### src/rtl/ahb_lite_master_if.sv
// AHB-Lite bus signal bundle between a single initiator and the interconnect.
// The master modport drives address/control/write data; the slave modport returns the response.
interface ahb_lite_master_if #(
  parameter int ADDR_WIDTH = 32,
  parameter int DATA_WIDTH = 32
);
  logic [ADDR_WIDTH-1:0] HADDR;
  logic [1:0]            HTRANS;
  logic                  HWRITE;
  logic [2:0]            HSIZE;
  logic [2:0]            HBURST;
  logic [3:0]            HPROT;
  logic                  HMASTLOCK;
  logic [DATA_WIDTH-1:0] HWDATA;
  logic [DATA_WIDTH-1:0] HRDATA;
  logic                  HREADY;
  logic                  HRESP;

  modport master (
    output HADDR, HTRANS, HWRITE, HSIZE, HBURST, HPROT, HMASTLOCK, HWDATA,
    input  HRDATA, HREADY, HRESP
  );

  modport slave (
    input  HADDR, HTRANS, HWRITE, HSIZE, HBURST, HPROT, HMASTLOCK, HWDATA,
    output HRDATA, HREADY, HRESP
  );
endinterface

### src/rtl/ahb_lite_master.sv
// Single-outstanding AHB-Lite initiator turning core load/store requests into SINGLE/NONSEQ transfers.
// Optional hung-slave timeout is enabled by defining AHB_MASTER_TIMEOUT_EN.
module ahb_lite_master #(
  parameter int ADDR_WIDTH     = 32,
  parameter int DATA_WIDTH     = 32,
  parameter int TIMEOUT_CYCLES = 255
) (
  input  logic                  HCLK,
  input  logic                  HRESETn,
  input  logic                  req_valid,
  output logic                  req_ready,
  input  logic [ADDR_WIDTH-1:0] req_addr,
  input  logic                  req_write,
  input  logic [2:0]            req_size,
  input  logic [DATA_WIDTH-1:0] req_wdata,
  output logic                  rsp_valid,
  output logic [DATA_WIDTH-1:0] rsp_rdata,
  output logic                  rsp_err,
  ahb_lite_master_if.master     ahb
);

  typedef enum logic [1:0] {S_IDLE, S_ADDR, S_DATA, S_RESP} state_t;

  localparam logic [1:0] TR_IDLE   = 2'b00;
  localparam logic [1:0] TR_NONSEQ = 2'b10;

  state_t                state_reg, state_next;
  logic                  req_ready_reg, req_ready_next;
  logic                  rsp_valid_reg, rsp_valid_next;
  logic                  rsp_err_reg, rsp_err_next;
  logic [DATA_WIDTH-1:0] rsp_rdata_reg, rsp_rdata_next;
  logic [1:0]            htrans_reg, htrans_next;
  logic [ADDR_WIDTH-1:0] haddr_reg, haddr_next;
  logic                  hwrite_reg, hwrite_next;
  logic [2:0]            hsize_reg, hsize_next;
  logic [DATA_WIDTH-1:0] hwdata_reg, hwdata_next;
  logic                  illegal_reg, illegal_next;
  logic                  accept;
  logic                  req_legal;
  logic                  timeout_hit;

  assign accept = req_valid && req_ready_reg;

  always_comb begin
    req_legal = 1'b0;
    case (req_size)
      3'd0:    req_legal = 1'b1;
      3'd1:    req_legal = (req_addr[0] == 1'b0);
      3'd2:    req_legal = (req_addr[1:0] == 2'b00);
      default: req_legal = 1'b0;
    endcase
  end

`ifdef AHB_MASTER_TIMEOUT_EN
  localparam int CNT_W = (TIMEOUT_CYCLES < 1) ? 1 : $clog2(TIMEOUT_CYCLES + 1);

  logic [CNT_W-1:0] wait_cnt_reg;
  logic             bus_wait;

  assign bus_wait    = ((state_reg == S_ADDR && !illegal_reg) || state_reg == S_DATA) && !ahb.HREADY;
  assign timeout_hit = bus_wait && (wait_cnt_reg == CNT_W'(TIMEOUT_CYCLES - 1));

  always_ff @(posedge HCLK or negedge HRESETn) begin
    if (!HRESETn) begin
      wait_cnt_reg <= '0;
    end else if (state_reg == S_IDLE || timeout_hit) begin
      wait_cnt_reg <= '0;
    end else if (bus_wait) begin
      wait_cnt_reg <= wait_cnt_reg + 1'b1;
    end
  end
`else
  assign timeout_hit = 1'b0;
`endif

  always_ff @(posedge HCLK or negedge HRESETn) begin
    if (!HRESETn) begin
      state_reg <= S_IDLE;
    end else begin
      state_reg <= state_next;
    end
  end

  // Illegal requests pass through ADDR without driving the bus, so the error response
  // lands two cycles after acceptance while HTRANS stays IDLE.
  always_comb begin
    state_next = state_reg;
    case (state_reg)
      S_IDLE: if (accept) state_next = S_ADDR;
      S_ADDR: begin
        if (illegal_reg || timeout_hit) state_next = S_RESP;
        else if (ahb.HREADY)            state_next = S_DATA;
      end
      S_DATA: if (timeout_hit || ahb.HREADY) state_next = S_RESP;
      S_RESP: state_next = S_IDLE;
      default: state_next = S_IDLE;
    endcase
  end

  always_comb begin
    req_ready_next = (state_next == S_IDLE);
    rsp_valid_next = (state_next == S_RESP);
    rsp_err_next   = rsp_err_reg;
    rsp_rdata_next = rsp_rdata_reg;
    htrans_next    = TR_IDLE;
    haddr_next     = haddr_reg;
    hwrite_next    = hwrite_reg;
    hsize_next     = hsize_reg;
    hwdata_next    = hwdata_reg;
    illegal_next   = illegal_reg;
    case (state_reg)
      S_IDLE: begin
        if (accept) begin
          illegal_next = !req_legal;
          if (req_legal) begin
            htrans_next = TR_NONSEQ;
            haddr_next  = req_addr;
            hwrite_next = req_write;
            hsize_next  = req_size;
            hwdata_next = req_wdata;
          end
        end
      end
      S_ADDR: begin
        if (state_next == S_ADDR) htrans_next = TR_NONSEQ;
        if (illegal_reg || timeout_hit) rsp_err_next = 1'b1;
      end
      S_DATA: begin
        if (timeout_hit) begin
          rsp_err_next = 1'b1;
        end else if (ahb.HREADY) begin
          rsp_err_next = ahb.HRESP;
          if (!ahb.HRESP && !hwrite_reg) rsp_rdata_next = ahb.HRDATA;
        end
      end
      default: ;
    endcase
  end

  always_ff @(posedge HCLK or negedge HRESETn) begin
    if (!HRESETn) begin
      req_ready_reg <= 1'b1;
      rsp_valid_reg <= 1'b0;
      rsp_err_reg   <= 1'b0;
      rsp_rdata_reg <= '0;
      htrans_reg    <= TR_IDLE;
      haddr_reg     <= '0;
      hwrite_reg    <= 1'b0;
      hsize_reg     <= 3'd0;
      hwdata_reg    <= '0;
      illegal_reg   <= 1'b0;
    end else begin
      req_ready_reg <= req_ready_next;
      rsp_valid_reg <= rsp_valid_next;
      rsp_err_reg   <= rsp_err_next;
      rsp_rdata_reg <= rsp_rdata_next;
      htrans_reg    <= htrans_next;
      haddr_reg     <= haddr_next;
      hwrite_reg    <= hwrite_next;
      hsize_reg     <= hsize_next;
      hwdata_reg    <= hwdata_next;
      illegal_reg   <= illegal_next;
    end
  end

  assign req_ready     = req_ready_reg;
  assign rsp_valid     = rsp_valid_reg;
  assign rsp_err       = rsp_err_reg;
  assign rsp_rdata     = rsp_rdata_reg;
  assign ahb.HTRANS    = htrans_reg;
  assign ahb.HADDR     = haddr_reg;
  assign ahb.HWRITE    = hwrite_reg;
  assign ahb.HSIZE     = hsize_reg;
  assign ahb.HWDATA    = hwdata_reg;
  assign ahb.HBURST    = 3'b000;
  assign ahb.HPROT     = 4'b0011;
  assign ahb.HMASTLOCK = 1'b0;

endmodule

### src/flat_wrapper.sv
// flat-port wrapper written by rule: the top's interface ports become plain ports
module ahb_lite_master_flat 
#(
  parameter int ADDR_WIDTH     = 32,
  parameter int DATA_WIDTH     = 32,
  parameter int TIMEOUT_CYCLES = 255
)
  (HCLK, HRESETn, req_valid, req_ready, req_addr, req_write, req_size, req_wdata, rsp_valid, rsp_rdata, rsp_err, ahb_HADDR, ahb_HTRANS, ahb_HWRITE, ahb_HSIZE, ahb_HBURST, ahb_HPROT, ahb_HMASTLOCK, ahb_HWDATA, ahb_HRDATA, ahb_HREADY, ahb_HRESP);
  ahb_lite_master_if #(.ADDR_WIDTH(ADDR_WIDTH), .DATA_WIDTH(DATA_WIDTH)) ahb_i ();
  input  logic HCLK;
  input  logic HRESETn;
  input  logic req_valid;
  output logic req_ready;
  input  logic [ADDR_WIDTH-1:0] req_addr;
  input  logic req_write;
  input  logic [2:0] req_size;
  input  logic [DATA_WIDTH-1:0] req_wdata;
  output logic rsp_valid;
  output logic [DATA_WIDTH-1:0] rsp_rdata;
  output logic rsp_err;
  output wire logic [$bits(ahb_i.HADDR)-1:0] ahb_HADDR;
  output wire logic [$bits(ahb_i.HTRANS)-1:0] ahb_HTRANS;
  output wire logic [$bits(ahb_i.HWRITE)-1:0] ahb_HWRITE;
  output wire logic [$bits(ahb_i.HSIZE)-1:0] ahb_HSIZE;
  output wire logic [$bits(ahb_i.HBURST)-1:0] ahb_HBURST;
  output wire logic [$bits(ahb_i.HPROT)-1:0] ahb_HPROT;
  output wire logic [$bits(ahb_i.HMASTLOCK)-1:0] ahb_HMASTLOCK;
  output wire logic [$bits(ahb_i.HWDATA)-1:0] ahb_HWDATA;
  input wire logic [$bits(ahb_i.HRDATA)-1:0] ahb_HRDATA;
  input wire logic [$bits(ahb_i.HREADY)-1:0] ahb_HREADY;
  input wire logic [$bits(ahb_i.HRESP)-1:0] ahb_HRESP;
  assign ahb_HADDR = ahb_i.HADDR;
  assign ahb_HTRANS = ahb_i.HTRANS;
  assign ahb_HWRITE = ahb_i.HWRITE;
  assign ahb_HSIZE = ahb_i.HSIZE;
  assign ahb_HBURST = ahb_i.HBURST;
  assign ahb_HPROT = ahb_i.HPROT;
  assign ahb_HMASTLOCK = ahb_i.HMASTLOCK;
  assign ahb_HWDATA = ahb_i.HWDATA;
  assign ahb_i.HRDATA = ahb_HRDATA;
  assign ahb_i.HREADY = ahb_HREADY;
  assign ahb_i.HRESP = ahb_HRESP;
  ahb_lite_master #(.ADDR_WIDTH(ADDR_WIDTH), .DATA_WIDTH(DATA_WIDTH), .TIMEOUT_CYCLES(TIMEOUT_CYCLES)) u_core (.HCLK(HCLK), .HRESETn(HRESETn), .req_valid(req_valid), .req_ready(req_ready), .req_addr(req_addr), .req_write(req_write), .req_size(req_size), .req_wdata(req_wdata), .rsp_valid(rsp_valid), .rsp_rdata(rsp_rdata), .rsp_err(rsp_err), .ahb(ahb_i));
endmodule
### config.mk
export PLATFORM = sky130hd
export DESIGN_NAME = ahb_lite_master_flat
export DESIGN_NICKNAME = d
export VERILOG_FILES = /design/src/rtl/ahb_lite_master_if.sv /design/src/rtl/ahb_lite_master.sv /design/src/flat_wrapper.sv
export SDC_FILE = /design/constraint.sdc
export NUM_CORES = 1
export LEC_CHECK = 0
export ABC_AREA = 1
export CORE_MARGIN = 2
export CORE_UTILIZATION = 36
export DETAILED_ROUTE_END_ITERATION = 6
export PLACE_DENSITY = 0.76
export SLEW_MARGIN = 30
export SYNTH_ARGS = -nofsm -noshare
export SYNTH_HDL_FRONTEND = slang
export SYNTH_SLANG_ARGS = --single-unit
### constraint.sdc
create_clock -name HCLK -period 1.3 [get_ports HCLK]
set_input_delay 0.325 -clock HCLK [delete_from_list [all_inputs] [get_ports HCLK]]
set_output_delay 0.325 -clock HCLK [all_outputs]
set_load 0.02 [all_outputs]
**Yosys cells after proc, flatten, opt, wreduce, memory -nomap -nowiden**

Index checks and enable logic that the tools add are counted.

- Register bits after elaboration: 108
- Input bits: 105
- Output and inout bits: 113

- Eq/ne operators: 9
- Mux-type cells: 13
- Bitwise gates (word level): 1
- Reductions and logical operators: 14

Operator list:

| cell | count |
|---|---|
| 2-bit two-way mux | 7 |
| 3-bit AND reduction | 3 |
| 2-bit one-hot mux with 4 select lines | 1 |
| 2-bit equality test (second input constant) | 3 |
| 2-bit zero test | 3 |
| 2-bit by 1-bit equality test with 1-bit output (second input constant) | 2 |
| 2-bit one-hot mux with 2 select lines | 1 |
| 3-bit by 1-bit equality test with 1-bit output (second input constant) | 1 |
| 3-bit by 2-bit equality test with 1-bit output (second input constant) | 1 |
| 1-bit zero test | 3 |
| 3-bit zero test | 1 |
| 1-bit one-hot mux with 3 select lines | 1 |
| 1-bit logical AND | 2 |
| 1-bit two-way mux | 2 |
| 2-bit by 1-bit != test with 1-bit output (second input constant) | 1 |
| 2-bit != test (second input constant) | 1 |
| 1-bit one-hot mux with 2 select lines | 1 |
| 2-bit AND reduction | 1 |
| 2-bit nonzero test | 1 |
| 1-bit NOT | 1 |

**Depth between registers and ports, before layout**

- Depth in word-level cells: 6
- Mapped depth: 9
- Mapped depth without buffers: 7

**Worst setup path after synthesis**

OpenSTA, ideal clock, no wires.

- Path kind: register to register
- Start: reg u_core.req_ready_reg, in the netlist u_core.req_ready
- End: reg u_core.haddr_reg[17], in the netlist u_core.ahb.HADDR[17]
- Arrival time: 1.352 ns
- Data required time: 1.183 ns
- Path slack: -0.169 ns
- Stages on the path, launching flop included: 10
- Path buffers: 2
- Cell sequence: dfstp_2 -> nand2_1 -> inv_1 -> nand2_1 -> nor2_4 -> nand2_2 -> buf_4 -> buf_6 -> nand2_1 -> nand2_1

- Cells in the longest elaborated chain, start to end: 2

Ends and longest elaborated chain:

| item | RTL line | RTL |
|---|---|---|
| start: declaration | ahb_lite_master.sv:28 | `logic req_ready_reg, req_ready_next;` |
| start signal: assignment | ahb_lite_master.sv:153 | `req_ready_reg <= req_ready_next;` |
| 1-bit logical AND | ahb_lite_master.sv:42 | `assign accept = req_valid && req_ready_reg;` |
| 3-bit AND reduction (no source line) | -- |  |
| end signal: assignment | ahb_lite_master.sv:158 | `haddr_reg <= haddr_next;` |
| end: declaration | ahb_lite_master.sv:33 | `logic [ADDR_WIDTH-1:0] haddr_reg, haddr_next;` |

Every way passes these cells.
A chain may end at the register's enable or synchronous reset.

**Final worst setup path**

- Start: reg u_core.req_ready_reg, in the netlist u_core.req_ready
- End: reg u_core.hwdata_reg[30], in the netlist u_core.ahb.HWDATA[30]

- Cells in the longest elaborated chain, start to end: 2

Ends and longest elaborated chain:

| item | RTL line | RTL |
|---|---|---|
| 1-bit logical AND | ahb_lite_master.sv:42 |  |
| 3-bit AND reduction (no source line) | -- |  |
| end signal: assignment | ahb_lite_master.sv:161 | `hwdata_reg <= hwdata_next;` |
| end: declaration | ahb_lite_master.sv:36 | `logic [DATA_WIDTH-1:0] hwdata_reg, hwdata_next;` |

Every way passes these cells.

==> results.toml <==
[timing]
final_max_slew_viol_count = 0
hold_slack_ns = 0.360
setup_slack_ns = -0.133
fin_crit_ns = 1.43
timing.final.crit_share_pct = 110
skew_ns = 0.00849
hold_viol_final = 0
setup_viol = 102
max_clock_freq_mhz = 698
rsz0062_at_grt = "yes"

[layout]
antennaDiodeCount = 0
syn_to_final_growth_pct = 63.5
final_nets = 820
n_fill_cell = 1034
drive_gt1_share_pct = 31.3
utilization_pct = 59.7
layout.cells.non_filler = 867

[yosys]
synthCells = 485
synth_top_area_share_pct = 61.3
ys_top_cells_by_area = "dfrtp_1 (61%), nand2_1 (16%), nand3_1 (8.0%)"
ys_warn_count = 0
synth-seq-cells = 107
yosys.area.top_type = "dfrtp_1"
synth_edf_count = 0
synthesis.area_per_instance_um2 = 8.93
ys_seq_area_share_pct = 61.9
ys_types = 21
synthFlopType = "dfrtp_1"
synth.cell_area_um2 = 4330
async_flop_share_pct = 100

[run_status]
outcome = "finished, violations left"
violations = "setup timing"

[detailed_routing]
dr.pass1.iters = 4
drtAntennaViolNets = 0
drc = 0
avgRoutedWirePerCell_um = 16.5
via_per_inst = 4.77
drt-initial-drc-count = 257
vias = 4133
drt_wl_total_um = 14300

[floorplan]
ios = 218
start_util_pct = 36.5
dieArea_um2 = 12900
core_um2 = 11900
die_h_um = 114
die_x_um = 114
rows = 40

[pwr]
vdd_drop_max_mv = 1.03
p_leak_nw = 3.77
power.switching_w = 0.00623
power_density_nw_per_um2 = 2140
power.share.switching_pct = 41.1
power_frac_comb_pct = 43.9
p_total_w = 0.0152
pwr-share-clk_pct = 18.3
p_int_w = 0.00893
seqPwrFrac_pct = 37.8

[flow_run]
drv_cap = 0

[setup_path]
crit_chain = "nand2_2 > inv_2 > nand2_2 > nor2_4 > nand2_2 > buf_12 > nand2_1 > nand2_1"
crit_arrival_ns = 1.67
start_kind = "flip-flop"
critPathRequiredTime_ns = 1.54
slowest_stage = "dfstp_2"
worstRegToRegCells = 8
critPathMaxStageDelay_ns = 0.54
cpMostUsedCell = "nand2_2"
crit_path_end_kind = "flip-flop"
path_class = "flip-flop to flip-flop"
crit_fanout = 33

[placed_design]
place_inst = 831
dp_hpwl_um = 8720
dpl_worst_slack_ns = -0.432
gp_congestion = 0.811
portBuffers = 208

[cts]
numCtsBuffers = 9
cts_max_level = 3
cts_tree = "done"
cts_sinks = 107
ctsRootBufferMaster = "clkbuf_16"
clock_latency_ns = 0.35
clk_pin_slew_ns = 0.08
cts_buffer_depth = 2

[global_routing]
grt_overflow = 0
antenna_found_initial = 0
grt_max_degree = 65
grt_pass1_vias = 4110
grt_pass1_wl_um = 20300
track_usage_pct = 20.0

[min_path]
hold_path.class = "input pin to asynchronous set/reset pin"
-- final cells by class --
class                           count  area, um2  area share, %
Clock buffer                        9        225           3.18
Clock inverter                      7       77.6           1.10
Inverter                           42        158           2.23
Multi-Input combinational cell    307       1570           22.2
Sequential cell                   107       2680           37.8
Tap cell                          147        184           2.60
Timing Repair Buffer              248       2180           30.9
-- layout by cell type (no fill, tap or decap), drive strengths merged --
cell type,n
nand3,70
buf,136
conb,9
inv,43
nor2,11
bufinv,1
nand4,1
clkdlybuf4s50,103
dlygate4sd3,1
o211ai,1
dfstp,1
clkinvlp,1
clkbuf,17
clkinv,4
or2,1
nand2,180
o21ai,34
dfrtp,106
-- power by group through the flow --
stage	clock (W)	sequential, W	combinational [W]
5_1_grt	0.00296	0.00590	0.00714
3_5_place_dp	0	0.00561	0.00705
6_report	0.00278	0.00573	0.00666
2_1_floorplan	0	0.00729	0.00151
4_1_cts	0.00283	0.00554	0.00589
3_3_place_gp	0	0.00556	0.00690
-- final timing paths --
path	from	endpoint	slack, ns
worst max-delay path	u_core.req_ready	u_core.ahb.HWDATA[30]	-0.13
worst min-delay path	HRESETn	u_core.ahb.HSIZE[1]	0.36
worst max register to register	u_core.req_ready	u_core.ahb.HWDATA[30]	-0.13
worst min register to register	u_core.ahb.HADDR[11]	u_core.ahb.HADDR[11]	0.47
max in group asynchronous	HRESETn	u_core.req_ready	0.39
min in group HCLK	u_core.ahb.HADDR[11]	u_core.ahb.HADDR[11]	0.47
-- routing by layer --
metal | vias to the layer above | track usage [%] | share of wire (%)
met5 | - | 0 | 0
met4 | 0 | 8.37 | 2.2
met3 | 24 | 4.41 | 6.3
met2 | 160 | 34.1 | 50
met1 | 1988 | 24.7 | 41
li1 | 1961 | - | -
-- cell families (layout without fill, tap and decap cells) --
group	Yosys count	count (layout)	synth area share [%]
and+or+nand+nor	263	263	25.3
buffers and inverters	78	306	8.50
DFF	107	107	61.9
other	2	9	0.173
AOI/OAI and AO/OA	35	35	4.10
-- worst max-delay path: cells and delay by family, from the launching register on --
kind / cells / cell delay [ns]
buf+inv: 2 / 0.24
flops: 1 / 0.54
simple gates: 6 / 0.52
-- cells in the mapped netlist (2+ instances only) --
cell type  number
buf_2          12
buf_4          14
clkbuf_1        8
conb_1          2
dfrtp_1       106
inv_1          42
nand2_1       179
nand3_1        69
nor2_1          9
o21ai_0        30
o21ai_1         4
-- stage by stage --
step                      setup TNS, ns  cell area (um2)
final                             -8.85             7080
after global routing             -15.39             7080
after CTS                         -4.80             6570
after detailed placement         -33.13             6620
after global placement           -31.44             6620
after floorplan                   -5.58             4360
-- repair_timing --
item	CTS	global route
endpoints found under the setup margin	176	103
buffers inserted	2	3
endpoints found under the hold margin	7	0
hold buffers	1	0
pin swaps	6	3
cloned	3	11
gates resized for setup	429	100
No activity file was read; power rests on OpenSTA's default activity.
